[src/rtl/muldiv_seq.sv]
// rtl/muldiv_seq.sv - sequencer for the multi-cycle MULT/DIV units and shared Hi/Lo write-back
module muldiv_seq #(
    parameter int MULT_CYCLES = 32,
    parameter int DIV_CYCLES  = 32,
    parameter int CNT_W       = 6
) (
    input  logic clk,
    input  logic reset,
    input  logic mult_req,
    input  logic div_req,
    input  logic divisor_zero,
    output logic busy,
    output logic done,
    output logic div0_excpt,
    output logic mult_ctrl,
    output logic div_a_write,
    output logic div_b_write,
    output logic div_run,
    output logic md_select,
    output logic hi_write,
    output logic lo_write
);

    localparam logic [2:0] IDLE  = 3'd0;
    localparam logic [2:0] MRUN  = 3'd1;
    localparam logic [2:0] DLOAD = 3'd2;
    localparam logic [2:0] DRUN  = 3'd3;
    localparam logic [2:0] WB    = 3'd4;
    localparam logic [2:0] EXC   = 3'd5;

    localparam logic [CNT_W-1:0] MULT_LAST = CNT_W'(MULT_CYCLES - 1);
    localparam logic [CNT_W-1:0] DIV_LAST  = CNT_W'(DIV_CYCLES - 1);

    logic [2:0]       state, state_nxt;
    logic [CNT_W-1:0] cnt, cnt_nxt;
    logic             op, op_nxt;

    always_comb begin
        state_nxt = state;
        cnt_nxt   = cnt;
        op_nxt    = op;
        case (state)
            IDLE: begin
                if (mult_req) begin
                    state_nxt = MRUN;
                    cnt_nxt   = MULT_LAST;
                    op_nxt    = 1'b1;
                end else if (div_req) begin
                    // A zero divisor skips the divider entirely; op is left untouched.
                    if (divisor_zero) begin
                        state_nxt = EXC;
                    end else begin
                        state_nxt = DLOAD;
                        op_nxt    = 1'b0;
                    end
                end
            end
            DLOAD: begin
                state_nxt = DRUN;
                cnt_nxt   = DIV_LAST;
            end
            MRUN, DRUN: begin
                if (cnt == '0) begin
                    state_nxt = WB;
                end else begin
                    cnt_nxt = cnt - CNT_W'(1);
                end
            end
            WB, EXC: state_nxt = IDLE;
            default: state_nxt = IDLE;
        endcase
    end

    always_ff @(posedge clk or negedge reset) begin
        if (!reset) begin
            state <= IDLE;
            cnt   <= '0;
            op    <= 1'b0;
        end else begin
            state <= state_nxt;
            cnt   <= cnt_nxt;
            op    <= op_nxt;
        end
    end

    // Hi/Lo mux select comes straight from the op flag so it holds across write-back.
    assign md_select   = op;
    assign busy        = (state != IDLE);
    assign done        = (state == WB);
    assign hi_write    = (state == WB);
    assign lo_write    = (state == WB);
    assign div0_excpt  = (state == EXC);
    assign mult_ctrl   = (state == MRUN);
    assign div_a_write = (state == DLOAD);
    assign div_b_write = (state == DLOAD);
    assign div_run     = (state == DRUN);

endmodule
[config.mk]
export PLATFORM = sky130hd
export DESIGN_NAME = muldiv_seq
export DESIGN_NICKNAME = d
export VERILOG_FILES = /design/src/rtl/muldiv_seq.sv
export SDC_FILE = /design/constraint.sdc
export NUM_CORES = 1
export LEC_CHECK = 0
export CAP_MARGIN = 20
export CORE_UTILIZATION = 30
export CTS_BUF_LIST = sky130_fd_sc_hd__clkbuf_8
export DETAILED_ROUTE_END_ITERATION = 8
export GPL_ROUTABILITY_DRIVEN = 0
export MAX_ROUTING_LAYER = met4
export SYNTH_ARGS = -nofsm -noshare
export SYNTH_HDL_FRONTEND = slang
export SYNTH_SLANG_ARGS = --single-unit
export TNS_END_PERCENT = 10
[constraint.sdc]
create_clock -name clk -period 1.6 [get_ports clk]
set_input_delay 0.16 -clock clk [delete_from_list [all_inputs] [get_ports clk]]
set_output_delay 0.16 -clock clk [all_outputs]
set_load 0.02 [all_outputs]
==> results of run 1 <==
[kinds of logic after synthesis]
family                     after synthesis  synth area share (%)
AOI/OAI and AO/OA                       15                  14.7
xor gates and xnor gates                 1                  1.47
adders and majority gates                2                  4.21
buffers and inverters                   11                  9.05
DFF                                     10                  42.1
muxes                                    1                  1.68
and+or+nand+nor                         31                  26.7
[Yosys cell counts (2+ instances only)]
master                     number  area (um2)
sky130_fd_sc_hd__dfrtp_1       10         250
sky130_fd_sc_hd__nand3_1        2        10.0
sky130_fd_sc_hd__nor3_1         3        15.0
sky130_fd_sc_hd__ha_1           2        25.0
sky130_fd_sc_hd__o21ai_1        3        15.0
sky130_fd_sc_hd__a21oi_1        4        20.0
sky130_fd_sc_hd__buf_4          3        22.5
sky130_fd_sc_hd__o21ai_0        4        20.0
sky130_fd_sc_hd__inv_1          6        22.5
sky130_fd_sc_hd__nor2_1        10        37.5
sky130_fd_sc_hd__nand2_1        5        18.8
sky130_fd_sc_hd__nand2b_1       2        12.5
sky130_fd_sc_hd__and3_1         2        12.5
[sequential cells by signal (all words and copies together) (netlist names)]
name and cells:
md_select 1, state 3, cnt 6
[worst max-delay path, stage by stage (launching register included)]
cell and delay, ns:
sky130_fd_sc_hd__dfrtp_1 0.43, sky130_fd_sc_hd__or3_1 0.39, sky130_fd_sc_hd__clkdlybuf4s15_1 0.30
[area by class of cell]
class | count | area (um2)
Multi-Input combinational cell | 50 | 295
Tap cell | 25 | 31.3
Timing Repair Buffer | 20 | 175
Inverter | 6 | 22.5
Clock buffer | 4 | 55.1
Fill cell | 187 | 953
Sequential cell | 10 | 250
[repair_timing]
| item | CTS | global route |
|---|---|---|
| gates resized for setup | 9 | 1 |
| hold endpoints to repair | 0 | 0 |
| endpoints found under the setup margin | 9 | 1 |
[final timing paths]
path / startpoint / end / slack, ns
min reg2reg: md_select / md_select / 0.51
max in group asynchronous: reset / cnt[0] / 1.03
min: reset / md_select / 0.25
max: state[0] / busy / 0.09
min in group clk: md_select / md_select / 0.51
max reg2reg: cnt[0] / cnt[2] / 0.13
[cells in the final DEF (no fill, tap or decap), types with 2 or more instances in the layout]
master,count
sky130_fd_sc_hd__buf_4,6
sky130_fd_sc_hd__inv_1,6
sky130_fd_sc_hd__clkbuf_8,4
sky130_fd_sc_hd__o21ai_0,4
sky130_fd_sc_hd__clkdlybuf4s50_1,5
sky130_fd_sc_hd__ha_1,2
sky130_fd_sc_hd__dlygate4sd2_1,8
sky130_fd_sc_hd__nand2_1,5
sky130_fd_sc_hd__and3_1,2
sky130_fd_sc_hd__nor3_1,3
sky130_fd_sc_hd__dfrtp_1,10
sky130_fd_sc_hd__o21ai_1,3
sky130_fd_sc_hd__nand3_1,2
sky130_fd_sc_hd__a21oi_1,4
sky130_fd_sc_hd__nor2_1,10
sky130_fd_sc_hd__nand2b_1,2
[metal layers]
metal  vias up  global-route usage [%]  part of all wire, %
li1        279                       -                    -
met1       251                    20.1                   51
met2         9                    20.8                   46
met3         2                    2.35                  2.4
met4         0                    8.82                  1.1
met5         -                       -                    0
[where the power goes]
group          internal [mW]  total [mW]  switching (mW)
Sequential             0.368       0.469           0.101
Combinational          0.328       0.715           0.387
Clock                  0.216       0.316          0.0997
==> results_dict.tcl, run 1 <==
set metrics [dict create \
    clk_pin_slew_worst_paths_ns 0.05 \
    grt_max_degree 11 \
    route.detailed.vias_per_inst 4.70 \
    timing.final.setup_violations 0 \
    drt-total-wl_mm 1.31 \
    share_of_post_route_cells_with_drive_strength_above_1_pct 14.4 \
    io_pins 15 \
    grt_pass1_vias 510 \
    worst_slack_ns 0.0856 \
    synth_edf_count 0 \
    cp.arrival_ns 1.35 \
    endpoint_kind "output pin" \
    async_reset_ff_share_pct 100 \
    maxCapViolCount 0 \
    worst-endpoint-required_ns 1.44 \
    finish.cell_count_without_fillers 115 \
    cts-hold-fix-buffers 0 \
    port_buffers 14 \
    detailedPlacementHpwl_mm 1.04 \
    coreArea_mm2 0.00178 \
    tritoncts_clock_tree "yes" \
    cts_made_buffers 3 \
    synth.net_count 78 \
    tightest_slew_ns 0.467 \
    number_of_h_tree_levels 1 \
    drt-wirelength-per-cell_um 11.4 \
    drt-initial-drc-count 6 \
    die-width_um 46.5 \
    overflow 0 \
    cellPowerDensity_mw_per_mm2 1810 \
    die_area_mm2 0.00216 \
    remaining_drc_errors 0 \
    rsz0062_at_grt "no" \
    final_max_tran_viols 0 \
    row_count 15 \
    timing_worst_setup_path_type "reg2out" \
    post-route-util_pct 46.5 \
    post-place-cells 111 \
    route.vias.total 541 \
    yosys_register_bits 10 \
    synthToLayoutAreaGrowth_pct 39.6 \
    final.setup_skew_ns 0.00231 \
    clockBufferDepth 2 \
    cts.sink_count 10 \
    fin_setup_tns_ns 0 \
    placed_area_um2 785 \
    most_used_dff_post_synth "sky130_fd_sc_hd__dfrtp_1" \
    antenna_violations_before_repair 0 \
    die_h_um 46.5 \
    outcome "finished clean" \
    initial_utilization_pct 33.3 \
    wire_length_of_the_first_global_routing_pass_mm 2.19 \
    layout.nets 98 \
    antennaDiodeCount 0 \
    cts.repair_timing.setup_buffer_count 0 \
    postSynthCellCount 71 \
    clockRootBuffer "sky130_fd_sc_hd__clkbuf_8" \
    yosysWarningCount 0 \
    synthesis.area_um2 594 \
    worst_hold_slack_ns 0.248 \
    fin_area_um2 830 \
    timing.final.crit_share_pct 94.6 \
    finalWorstPathRequiredPeriod_ns 1.51 \
    hold_path.class "in2async" \
    worstSetupStartpointType "flop" \
    insertion_delay_ns 0.23 \
    timing.fmax_ghz 0.660 \
    vdd_drop_max_mv 0.885 \
    final_hold_viol_count 0 \
    cellLeakagePower_nw 0.399 \
    total_power_mw 1.50 \
    place_ws_ns 0.0861 \
    worst_path_max_fanout 6 \
    worst-r2r-cell-count 6 \
    grt_util_all_layers_pct 15.0 \
    max_slew_margin_pct 68.8 \
    synth_area_per_cell_um2 8.37 \
    antenna_nets_post_route 0 \
    synth.lib_cells_used.distinct 28 \
    synth.yosys.seq_area_share_pct 42.1 \
    first_pass_iters 4 \
]
No activity file was read; power rests on OpenSTA's default activity.
==> inputs of run 2 (changes only) <==
--- a/config.mk
+++ b/config.mk
@@ -11,6 +11,8 @@
 export DETAILED_ROUTE_END_ITERATION = 8
 export GPL_ROUTABILITY_DRIVEN = 0
 export MAX_ROUTING_LAYER = met4
+export SKIP_CTS_REPAIR_TIMING = 1
+export SLEW_MARGIN = 20
 export SYNTH_ARGS = -nofsm -noshare
 export SYNTH_HDL_FRONTEND = slang
 export SYNTH_SLANG_ARGS = --single-unit
==> run 2 against run 1 <==
Clock-buffer cell count did not move. Worst hold slack barely moved. Critical endpoint is now cnt[2]. First-iteration DRC count rose by 33%.
==> results_dict.tcl, run 2 (synthesis results as in run 1) <==
set metrics [dict create \
    outcome "finished clean" \
    timing.fmax_ghz 0.676 \
    detailedPlacementHpwl_mm 1.04 \
    overflow 0 \
    grt_max_degree 11 \
    fin_setup_tns_ns 0 \
    remaining_drc_errors 0 \
    final_hold_viol_count 0 \
    top_register_by_number_of_flip_flops "cnt" \
    final_max_tran_viols 0 \
    worst_path_max_fanout 4 \
    coreArea_mm2 0.00178 \
    clockBufferDepth 2 \
    route.detailed.vias_per_inst 4.72 \
    worst_hold_slack_ns 0.248 \
    drt-initial-drc-count 8 \
    rsz0062_at_grt "no" \
    insertion_delay_ns 0.23 \
    die_area_mm2 0.00216 \
    wire_length_of_the_first_global_routing_pass_mm 2.20 \
    share_of_post_route_cells_with_drive_strength_above_1_pct 14.4 \
    final.setup_skew_ns 0.00248 \
    route.vias.total 543 \
    die-width_um 46.5 \
    cts.sink_count 10 \
    clockRootBuffer "sky130_fd_sc_hd__clkbuf_8" \
    finalWorstPathRequiredPeriod_ns 1.48 \
    synthToLayoutAreaGrowth_pct 45.1 \
    fillCellCount 186 \
    total_power_mw 1.52 \
    grt_pass1_vias 513 \
    cp.arrival_ns 1.65 \
    reg2reg_from "cnt[0]" \
    vdd_drop_max_mv 0.893 \
    timing.final.setup_violations 0 \
    die_h_um 46.5 \
    io_pins 15 \
    maxCapViolCount 0 \
    worst-endpoint-required_ns 1.77 \
    timing_worst_setup_path_type "reg2reg" \
    antennaDiodeCount 0 \
    cts_made_buffers 3 \
    tightest_slew_ns 0.467 \
    setup.worst_path.start "cnt[0]" \
    drt-total-wl_mm 1.33 \
    row_count 15 \
    timing.final.crit_share_pct 92.5 \
    cellPowerDensity_mw_per_mm2 1770 \
    max_slew_margin_pct 68.8 \
    tritoncts_clock_tree "yes" \
    number_of_h_tree_levels 1 \
    antenna_nets_post_route 0 \
    mostFrequentLayoutCells "sky130_fd_sc_hd__nor2_1, sky130_fd_sc_hd__dfrtp_1, sky130_fd_sc_hd__dlymetal6s2s_1" \
    antenna_violations_before_repair 0 \
    port_buffers 14 \
    worstSetupStartpointType "flop" \
    drt-wirelength-per-cell_um 11.5 \
    first_pass_iters 4 \
    clk_pin_slew_worst_paths_ns 0.05 \
    grt_util_all_layers_pct 15.1 \
    initial_utilization_pct 33.3 \
    layout.nets 98 \
    largest_register_ffs 6 \
    endpoint_kind "flop" \
    cellLeakagePower_nw 0.498 \
    hold_path.class "in2async" \
]
[run 2: cell count changes in the layout (fill, tap and decap cells not counted)]
cell                              before  now
sky130_fd_sc_hd__clkdlybuf4s15_1       1    0
sky130_fd_sc_hd__dlygate4sd2_1         8    0
sky130_fd_sc_hd__dlymetal6s2s_1        0    9
[run 2: path summary, 6_finish.rpt]
check | endpoint | cells after the start | slack (ns)
worst min register to register | md_select | 2 | 0.51
worst max register to register | cnt[2] | 6 | 0.12
min in group clk | md_select | 2 | 0.51
max in group asynchronous | cnt[0] | 1 | 1.03
worst min-delay path | md_select | 1 | 0.25
worst max-delay path | cnt[2] | 6 | 0.12
[run 2: power breakdown]
part / internal, mW / switching (mW) / leakage (nW)
combinational: 0.350 / 0.388 / 0.352
clock: 0.216 / 0.0998 / 0.0288
sequential: 0.368 / 0.101 / 0.117
[run 2: cell type report]
cell class,count,area [um2],share of cell area (%)
clock buffers,4,55.1,6.39
inverters,6,22.5,2.61
multi-input cells,50,295,34.3
flip-flops and latches,10,250,29.0
well taps,25,31.3,3.63
repair buffers,20,208,24.1
[run 2: worst max-delay path, cell delays in order, from the launching register on]
cell and delay (ns):
sky130_fd_sc_hd__dfrtp_1 0.37, sky130_fd_sc_hd__inv_1 0.08, sky130_fd_sc_hd__ha_1 0.21, sky130_fd_sc_hd__nor2b_1 0.15, sky130_fd_sc_hd__and2_4 0.15, sky130_fd_sc_hd__o311ai_1 0.30, sky130_fd_sc_hd__o21a_1 0.17
[run 2: stage by stage]
step	cells	utilization [%]	cell area, um2	setup slack, ns
2_1_floorplan	71	-	599	0.131
3_3_place_gp	111	44.0	785	0.0984
3_5_place_dp	111	44.0	785	0.0861
4_1_cts	115	47.1	840	-0.178
5_1_grt	115	48.4	862	0.0239
6_report	115	48.4	862	0.120
[run 2: per-layer routing]
metal	GRT usage, %	vias up	wire length, um
met2	21.1	9	618
li1	-	278	-
met1	20.1	254	660
met3	2.35	2	34
met4	8.82	0	14
met5	-	-	0
